--- config.mk ---
export PLATFORM = sky130hd
export DESIGN_NAME = mult_lastn_seq
export DESIGN_NICKNAME = d
export VERILOG_FILES = /design/src/rtl/mult_lastn_seq_pkg.sv /design/src/rtl/mult_lastn_seq_window.sv /design/src/rtl/mult_lastn_seq.sv
export SDC_FILE = /design/constraint.sdc
export NUM_CORES = 1
export LEC_CHECK = 0
export CORE_ASPECT_RATIO = 1.5
export CORE_MARGIN = 2
export CORE_UTILIZATION = 40
export CTS_CLUSTER_DIAMETER = 80
export CTS_CLUSTER_SIZE = 14
export DETAILED_ROUTE_END_ITERATION = 8
export GPL_ROUTABILITY_DRIVEN = 0
export MAX_ROUTING_LAYER = met4
export PLACE_DENSITY = 0.56
export SYNTH_ARGS = -nofsm -noshare
export SYNTH_HDL_FRONTEND = slang
export SYNTH_HIERARCHICAL = 1
export SYNTH_SLANG_ARGS = --single-unit
--- constraint.sdc ---
create_clock -name clk -period 4.75 [get_ports clk]
set_input_delay 1.1875 -clock clk [delete_from_list [all_inputs] [get_ports clk]]
set_output_delay 1.1875 -clock clk [all_outputs]
set_load 0.05 [all_outputs]
--- src/rtl/mult_lastn_seq_pkg.sv ---
// Shared state encoding and width helper for the last-N sample multiplier.
package mult_lastn_seq_pkg;

    typedef enum logic {
        S_IDLE,
        S_CALC
    } state_t;

    // Number of bits needed to hold values 0..v-1 (at least 1).
    function automatic int clog2_f(input int v);
        int r;
        r = 1;
        for (int i = 1; i < 32; i++) begin
            if ((1 << i) < v) begin
                r = i + 1;
            end
        end
        return r;
    endfunction

endpackage

--- src/rtl/mult_lastn_seq_window.sv ---
// N-deep sample window: shifts new samples into slot 0 and offers one indexed read port.
module mult_lastn_seq_window
    import mult_lastn_seq_pkg::*;
#(
    parameter int W = 4,
    parameter int N = 2,
    localparam int IW = clog2_f(N)
) (
    input  logic          clk,
    input  logic          clr,
    input  logic          shift,
    input  logic [W-1:0]  din,
    input  logic [IW-1:0] rd_idx,
    output logic [W-1:0]  rd_data
);

    logic [N-1:0][W-1:0] win_q;
    logic [N-1:0][W-1:0] win_d;

    always_comb begin
        win_d = win_q;
        if (shift) begin
            win_d[0] = din;
            for (int i = 1; i < N; i++) begin
                win_d[i] = win_q[i-1];
            end
        end
    end

    always_ff @(posedge clk) begin
        if (clr) begin
            win_q <= '0;
        end else begin
            win_q <= win_d;
        end
    end

    // Compare-based read so non-power-of-two depths never index past the window.
    always_comb begin
        rd_data = '0;
        for (int i = 0; i < N; i++) begin
            if (IW'(i) == rd_idx) begin
                rd_data = win_q[i];
            end
        end
    end

endmodule

--- src/rtl/mult_lastn_seq.sv ---
// Multiplies the last N non-ignored samples, one partial product per cycle.
module mult_lastn_seq
    import mult_lastn_seq_pkg::*;
#(
    parameter int          W   = 4,
    parameter int          N   = 2,
    parameter logic [W-1:0] IGN = '0
) (
    input  logic           clk,
    input  logic           rst,
    input  logic [W-1:0]   in_data,
    input  logic           in_vld,
    output logic           in_rdy,
    input  logic           ld,
    output logic [N*W-1:0] out,
    output logic           out_vld,
    output logic           full
);

    localparam int PW = N * W;
    localparam int IW = clog2_f(N);
    localparam int FW = clog2_f(N + 1);

    state_t          state_q, state_d;
    logic [PW-1:0]   acc_q, acc_d;
    logic [IW-1:0]   idx_q, idx_d;
    logic [W-1:0]    ign_q, ign_d;
    logic [FW-1:0]   fill_q, fill_d;
    logic [PW-1:0]   out_q, out_d;
    logic            out_vld_q, out_vld_d;

    logic            accept;
    logic            push;
    logic [W-1:0]    rd_data;
    logic [PW-1:0]   prod;

    assign in_rdy  = (state_q == S_IDLE);
    assign accept  = in_vld & in_rdy & ~ld;
    assign push    = accept & (in_data != ign_q);
    assign prod    = acc_q * {{(PW-W){1'b0}}, rd_data};
    assign out     = out_q;
    assign out_vld = out_vld_q;
    assign full    = (fill_q == FW'(N));

    mult_lastn_seq_window #(
        .W (W),
        .N (N)
    ) u_window (
        .clk     (clk),
        .clr     (rst),
        .shift   (push),
        .din     (in_data),
        .rd_idx  (idx_q),
        .rd_data (rd_data)
    );

    always_comb begin
        state_d   = state_q;
        acc_d     = acc_q;
        idx_d     = idx_q;
        ign_d     = ign_q;
        fill_d    = fill_q;
        out_d     = out_q;
        out_vld_d = 1'b0;

        if (in_vld && ld) begin
            ign_d = in_data;
        end

        if (push && !full) begin
            fill_d = fill_q + 1'b1;
        end

        // acc starts from the new sample, which is also win[0] after this edge.
        case (state_q)
            S_IDLE: begin
                if (push) begin
                    acc_d   = {{(PW-W){1'b0}}, in_data};
                    idx_d   = IW'(1);
                    state_d = S_CALC;
                end
            end
            S_CALC: begin
                if (idx_q == IW'(N - 1)) begin
                    out_d     = prod;
                    out_vld_d = 1'b1;
                    state_d   = S_IDLE;
                end else begin
                    acc_d = prod;
                    idx_d = idx_q + 1'b1;
                end
            end
            default: state_d = S_IDLE;
        endcase
    end

    always_ff @(posedge clk) begin
        if (rst) begin
            state_q   <= S_IDLE;
            acc_q     <= '0;
            idx_q     <= '0;
            ign_q     <= IGN;
            fill_q    <= '0;
            out_q     <= '0;
            out_vld_q <= 1'b0;
        end else begin
            state_q   <= state_d;
            acc_q     <= acc_d;
            idx_q     <= idx_d;
            ign_q     <= ign_d;
            fill_q    <= fill_d;
            out_q     <= out_d;
            out_vld_q <= out_vld_d;
        end
    end

endmodule

# Word-level counts from Yosys, hierarchy flattened
# Cells that the tools add are included.
# totals
reg_bits	94
output_inout_bits	11
word_cells	42
# op_classes
n_addsub	2
multipliers	1
eq_ne	6
mux	12
n_bitwise	5
reduce_logical	7
# op_table
op	count
adder 32 x 1 -> 32 bit (second input constant)	2
2-to-1 mux 32 bit	2
one-hot mux 32 bit (2 select lines)	1
== test 1 x 32 -> 1 bit (first input constant)	1
== test 32 x 1 -> 1 bit (second input constant)	1
== test 32 x 2 -> 1 bit (second input constant)	1
zero test 32 bit	1
2-to-1 mux 8 bit	2
one-hot mux 8 bit (2 select lines)	1
multiplier 8 x 4 -> 8 bit	1
2-to-1 mux 4 bit	2
inequality test 4 bit	1
AND reduction 2 bit	2
bitwise AND 1 bit	3
2-to-1 mux 1 bit	3
logical AND 1 bit	2
inequality test 2 x 1 -> 1 bit (second input constant)	1
inequality test 2 bit (second input constant)	1
inverter 1 bit	2
one-hot mux 1 bit (2 select lines)	1
OR reduction 2 bit	1
zero test 1 bit	1

# Depth between registers and ports, before layout
# Gate-level depths: netlist of run 1.
# logic_depth
depth_word	6
ltp_mapped	15

# Hierarchy
# The synthesis of run 1 kept the hierarchy.
# by_module_without_submodules
module	instances	cells_each	area_per_inst_um2	seq_area_each_um2
mult_lastn_seq	1	566	4725.8	1721.7
mult_lastn_seq_window	1	45	429.2	160.2

# Worst setup path after synthesis of run 1
# Ideal clock, no wire load.
# synth_timing
path_type	register to register
start	register idx_q[5]
end	register out_q[7] (netlist: out[7])
arrival_time_ns	3.547
required_time_ns	4.635
path_slack_ns	1.088
path_stages_with_launch	15
synth_period_minus_slack_ns	3.662
path_cell_list	dfxtp_1 > nor4_1 > nand4_1 > nor3_1 > nand2_1 > fa_1 > inv_1 > fa_1 > ha_1 > a211oi_1 > o21bai_1 > a21oi_1 > xnor2_1 > mux2i_1 > and2_1
# synth_between
elab_chain_len	4
elab_cells_between_ends	7
cone_classes	mul (1); eq/ne (2); mux (2); reduce/logical (2)
# synth_rtl
item	line	rtl
start, declared	mult_lastn_seq.sv:26	logic [IW-1:0] idx_q, idx_d;
start signal, assigned	mult_lastn_seq.sv:109	idx_q <= idx_d;
zero test 32 bit	mult_lastn_seq_window.sv:42	if (IW'(i) == rd_idx) begin
2-to-1 mux 4 bit	mult_lastn_seq_window.sv:42	
2-to-1 mux 4 bit *	mult_lastn_seq_window.sv:42	
net rd_data[2]	mult_lastn_seq.sv:34	logic [W-1:0] rd_data;
multiplier 8 x 4 -> 8 bit *	mult_lastn_seq.sv:40	assign prod = acc_q * {{(PW-W){1'b0}}, rd_data};
end signal, assigned	mult_lastn_seq.sv:112	out_q <= out_d;
end, declared	mult_lastn_seq.sv:29	logic [PW-1:0] out_q, out_d;
# Mark *: on every way through the listed nets, which the timed path passes. The rest lies on a longest branch.
# A chain may end at the register's enable or synchronous reset.

# Final worst setup path of run 1
# layout_timing
start	register idx_q[8]
end	register out_q[7] (netlist: out[7])
# The elaborated chain is that of the path after synthesis.

==> run metrics, run 1 <==
TNS Setup 0 ns; Critical Path RT 4.99 ns; GRT overflow 0; NetSw 399 uW; DR WL met3 312 um; Comb pwr share 6.4%; ant diodes 0; core area 0.0125 sq mm; worst slew pin tran 0.785 ns; DR vias 4380; H-tree level count 3; drt initial violations 177; Synth area leaders dfxtp_1, nor2_1, xnor2_1; number of max-cap violations 0; Via density 5.59; global-route wire length before repair 20000 um; fin crit share 89.0%; PortBufs 18; final core occ 46.1%; leakage power 0.00203 uW; Ports 19; Detail Placement HPWL 8590 um; clock root buffer clkbuf_16; final setup violation count 0; sw frac 23.6%; Fill cells 1256; hold buffers post-CTS 0; Seq/Total Area, Yosys 36.5%; post-CTS sizing 0; CTS tree done; unrepaired setup endpoints after global routing no; clock power share 45.6%; chain of cells forming the critical path nor4_1, nand4_1, nor3_1, nand2_1, fa_1, inv_1, fa_1, ha_1, a211oi_1, o21bai_1, a21oi_1, xnor2_1, mux2i_1, and2_1; Crit. End Element flop; cts bufs inserted 9; Flop pwr share 48.0%; Slew Viols, Final 0; status complete, no violations; largest net degree at the start of global routing 35; global-route usage over all layers 18.1%; share of the synthesized area in the top cell type 36.5%; Synth Register Bits 94; VDD IR-drop max 0.169 mV; EDFF count, synth 0; uppermost layer routed met4; met2 WL 6170 um; Distinct cells, synth 57; # clock sinks 94; M1 WL 5280 um; vias in the first global route 4195; P per Cell Area 293 mW/mm^2; final critical-path required period 4.23 ns; Synthesized Nets 640; FMAX 237 MHz; Tightest Hold Check Type flop to flop; Hold Vio Cnt, Final 0; # DRC 0; Syn Std Cell Area 0.00515 sq mm; final WL 11900 um; die footprint 0.0138 sq mm; first-pass iteration count of the detailed router 4; CP peak stage delay 0.59 ns; fraction of layout cells with a size suffix above 1 8.29%; Max clock buf depth 2; initial antenna violation count 0; critical path class flop to flop; clk slew on worst S/H paths 0.07 ns; Antenna Nets Post-Route 0; postcts setup bufs 0; CP Launch Type flop; Slowest-stage cell, CP nor3_1; finished layout cell area 0.00577 sq mm; die height 143 um; row cnt 50; Bufs and invs on worst path 1; max_slew headroom 47.4%; worst clock skew 0.00677 ns; Synth area leader dfxtp_1; YS warnings 6; largest fanout on the critical path 6; Cells after Synth 611; FFs w/ async S/R, synth 0%; Pint 1290 uW; cell mode on critical path fa_1; family with the most delay on the worst path simple AND/OR/NAND/NOR gates; Post-DP Area 0.00546 sq mm; die width 96.7 um; Final #Nets 652; Syn Area/Cell 8.44 sq um; top_reg_cell synth dfxtp_1; Area Growth Syn to Fin 11.9%; DR WL/cell 15.2 um; worst-skew pair later-pin latency 0.34 ns; crit path DAT 4.46 ns; Initial Utilization 41.2%
registers in the layout (all words and copies together), names as in the netlist:
signal	cells
acc_q	8
idx_q	32
out_vld	1
state_q	1
ign_q	4
fill_q	32
u_window/win_q	8
out	8
cells by family after synthesis:
family	Yosys count	share of synthesized area (%)
and+or+nand+nor	292	30.6
DFF	94	36.5
xor gates and xnor gates	46	8.08
buffers and inverters	50	4.08
muxes	22	4.37
adders and majority gates	21	6.41
AOI/OAI and AO/OA	86	9.98
stage by stage:
| step | std cells | setup slack, ns | total power [uW] | hold WS [ns] |
|---|---|---|---|---|
| floorplan | 611 | 1.09 | 903 | 0.446 |
| global placement | 768 | 0.652 | 938 | 0.458 |
| detailed placement | 768 | 0.602 | 939 | 0.462 |
| CTS | 783 | 0.546 | 1710 | 0.471 |
| global route | 783 | 0.273 | 1750 | 0.485 |
| finish | 783 | 0.523 | 1690 | 0.470 |
power by group through the flow:
stage,clock network [uW],registers [uW],logic [uW]
6_report,771,811,109
5_1_grt,814,813,120
4_1_cts,787,811,110
3_5_place_dp,0,830,109
3_3_place_gp,0,829,109
2_1_floorplan,0,825,78.3
placed cells by master (no fill, tap or decap), types with 9 or more instances in the layout:
master and instances:
dfxtp_1 94, nor2_1 72, nand2_1 58, a21oi_1 33, nor4_1 32, inv_1 27, xnor2_1 27, nand4_1 25
nand3_1 22, o21ai_0 20, xor2_1 18, mux2i_1 18, clkdlybuf4s50_1 17, nor3_1 15, or3_1 13, and2_1 12
ha_1 12, fa_1 9, clkbuf_16 9
synth_stat cells (all sizes together), types with 18 or more instances:
cell type,n
a21oi,33
dfxtp,94
inv,27
mux2i,18
nand2,58
nand3,23
nand4,27
nor2,72
nor4,39
o21ai,21
xnor2,27
xor2,18
layer usage:
metal  global-route usage (%)  up-vias
met4                     6.75        0
met1                     20.9     2091
li1                         -     2215
met5                        -        -
met2                     31.5       58
met3                     3.18       16
worst reg2reg max path: stages (launching register included):
cell      delay [ns]
dfxtp_1         0.36
nor4_1          0.32
nand4_1         0.26
nor3_1          0.59
nand2_1         0.17
fa_1            0.56
inv_1           0.06
fa_1            0.53
ha_1            0.33
a211oi_1        0.22
o21bai_1        0.12
a21oi_1         0.18
xnor2_1         0.16
mux2i_1         0.09
and2_1          0.17
final cells by class:
type                    count  area (sq um)  area share (%)
well taps                 156           195            3.38
flip-flops and latches     94          1880            32.6
multi-input cells         467          3060            53.1
clock buffers               9           225            3.90
repair buffers             23           213            3.69
clock inverters             6          86.3            1.50
inverters                  28           106            1.84
worst paths after layout:
path              startpoint       end  slack [ns]  depth (start not counted)
hold / removal      ign_q[3]  ign_q[3]        0.47                          2
hold reg to reg     ign_q[3]  ign_q[3]        0.47                          2
setup / recovery    idx_q[8]    out[7]        0.52                         14
setup reg to reg    idx_q[8]    out[7]        0.52                         14
(Power assumes the default switching activity.)
==> inputs of run 2 (changes only) <==
--- a/config.mk
+++ b/config.mk
@@ -16,5 +16,4 @@
 export PLACE_DENSITY = 0.56
 export SYNTH_ARGS = -nofsm -noshare
 export SYNTH_HDL_FRONTEND = slang
-export SYNTH_HIERARCHICAL = 1
 export SYNTH_SLANG_ARGS = --single-unit
==> run 2 against run 1 <==
  * Sequential cell count stayed put
  * Sequential power hardly changed
  * Register-to-register slack worse by 0.19 ns
  * Worst hold slack worse by 0.015 ns
  * Die area is 0.65% lower
  * Critical path depth is 1 higher
  * Global-route usage is 0.76 points higher
  * Critical endpoint is now acc_q[7]
==> run metrics, run 2 <==
status complete, no violations; placed cell count 782; final core occ 46.0%; family with the most delay on the worst path simple AND/OR/NAND/NOR gates; Ports 19; sw frac 26.2%; Post-DP Area 0.00541 sq mm; Post-synth top cells dfxtp_1, nor2_1, nand2_1, xnor2_1, a21oi_1; multiplexer share of the synthesized area 1.42%; final setup violation count 0; Synth Area in Simple Gates 29.3%; EDFF count, synth 0; die width 96.4 um; Distinct cells, synth 48; PortBufs 18; first-pass iteration count of the detailed router 4; Max clock buf depth 2; clk slew on worst S/H paths 0.08 ns; vias in the first global route 4316; Pint 1200 uW; critical path class flop to flop; unrepaired setup endpoints after global routing no; leakage power 0.00200 uW; Antenna Nets Post-Route 0; YS warnings 0; GRT overflow 0; Compound-Gate Fraction of Synth Area 10.7%; largest family of logic cells by synthesized area simple AND/OR/NAND/NOR gates; die height 143 um; most frequent cell after synthesis dfxtp_1; Synth Register Bits 94; CP peak stage delay 0.54 ns; CP Launch Type flop; DR WL/cell 15.0 um; worst-skew pair later-pin latency 0.36 ns; clock root buffer clkbuf_16; NetSw 425 uW; largest net degree at the start of global routing 66; fin crit share 93.1%; Tightest Hold Check Type flop to flop; clock power share 43.5%; WHS 0.455 ns; Slowest-stage cell, CP fa_1; global-route usage over all layers 18.9%; Syn Std Cell Area 0.00512 sq mm; Cells after Synth 631; Syn Area/Cell 8.11 sq um; chain of cells forming the critical path nor4_4, nand2_1, or3_4, nor2_2, nand2_1, fa_1, inv_1, fa_1, ha_1, a211oi_1, o21bai_1, a21oi_1, xnor2_1, or4_1, o211ai_1; CTS tree done; DR vias 4357; Crit. End Element flop; initial antenna violation count 0; Comb pwr share 6.7%; P per Cell Area 282 mW/mm^2; finished layout cell area 0.00575 sq mm; crit path DAT 4.69 ns; Synth area leader dfxtp_1; largest fanout on the critical path 6; Bufs and invs on worst path 1; ant diodes 0; Post-Layout Cell Count 798; # clock sinks 94; Flop pwr share 49.8%; Critical Path RT 5.02 ns; Top Registers fill_q (32), idx_q (32); hold buffers post-CTS 0; # DRC 0; adder-cell area share of the yosys netlist 6.70%; Synthesized Nets 661; row cnt 50; top_reg_cell synth dfxtp_1; TNS Setup 0 ns; fraction of layout cells with a size suffix above 1 8.10%; VDD IR-drop max 0.173 mV; drt initial violations 216; commonest non-fill, non-tap cells in the layout dfxtp_1, nor2_1, nand2_1; Slew Viols, Final 0; commonest non-fill, non-tap cell in the layout dfxtp_1; global-route wire length before repair 19800 um; Initial Utilization 40.9%; worst clock skew 0.0126 ns; final critical-path required period 4.42 ns; number of max-cap violations 0; Synth area leaders dfxtp_1, xnor2_1, nor2_1; Area Growth Syn to Fin 12.3%; final WL 12000 um; Final #Nets 667; FFs w/ async S/R, synth 0%; FMAX 226 MHz; max_slew headroom 24.8%; Post-Synth XOR/XNOR Area 10.6%; core area 0.0125 sq mm; worst slew pin tran 1.12 ns; Via density 5.46; cts bufs inserted 9; Seq/Total Area, Yosys 36.8%; Detail Placement HPWL 8540 um; H-tree level count 3; share of the synthesized area in the top cell type 36.8%; Hold Vio Cnt, Final 0; die footprint 0.0137 sq mm
-- run 2: layout make-up --
type	instances	area, sq um
fillers	1266	6760
multi-input cells	483	3060
flip-flops and latches	94	1880
repair buffers	26	235
clock buffers	9	225
well taps	156	195
inverters	23	86.3
clock inverters	7	66.3
-- run 2: metal layers --
layer  global-route usage, %  wire length, um
met3                    3.23              286
met2                    32.3             6280
met4                    8.52              422
met1                    21.1             5010
met5                       -                0
-- run 2: worst register-to-register path: stages (launching register included) --
cell and delay [ns]:
dfxtp_1 0.39, nor4_4 0.37, nand2_1 0.12, or3_4 0.42, nor2_2 0.18, nand2_1 0.10
fa_1 0.54, inv_1 0.06, fa_1 0.52, ha_1 0.33, a211oi_1 0.27, o21bai_1 0.13
a21oi_1 0.19, xnor2_1 0.14, or4_1 0.48, o211ai_1 0.10
-- run 2: path summary, 6_finish.rpt --
kind	startpoint	to	slack, ns	cells after the start
setup reg to reg	idx_q[4]	acc_q[7]	0.33	15
hold reg to reg	out[2]	out[2]	0.45	2
hold / removal	out[2]	out[2]	0.45	2
setup / recovery	idx_q[4]	acc_q[7]	0.33	15
-- run 2: cells by family after synthesis --
group / Yosys count
simple gates: 306
flops: 94
compound gates: 86
xor+xnor: 62
buf+inv: 54
fa+ha+maj: 22
mux: 7
-- run 2: what timing repair did --
| action | CTS | global route |
|---|---|---|
| setup endpoints to repair | 0 | 2 |
| buffers inserted | 0 | 0 |
| hold endpoints to repair | 0 | 0 |
| gates resized for setup | 0 | 9 |
-- run 2: metrics by stage --
stage | setup slack [ns] | total power [uW]
2_1_floorplan | 0.502 | 899
3_3_place_gp | 0.232 | 934
3_5_place_dp | 0.0859 | 936
4_1_cts | 0.0457 | 1650
5_1_grt | 0.0100 | 1690
6_report | 0.330 | 1620
-- run 2: power groups by stage --
| stage | Clock (uW) | Sequential, uW | Combinational (uW) |
|---|---|---|---|
| 3_3_place_gp | 0 | 826 | 109 |
| 5_1_grt | 758 | 809 | 122 |
| 4_1_cts | 729 | 808 | 111 |
| 2_1_floorplan | 0 | 822 | 77.6 |
| 3_5_place_dp | 0 | 826 | 110 |
| 6_report | 705 | 808 | 109 |
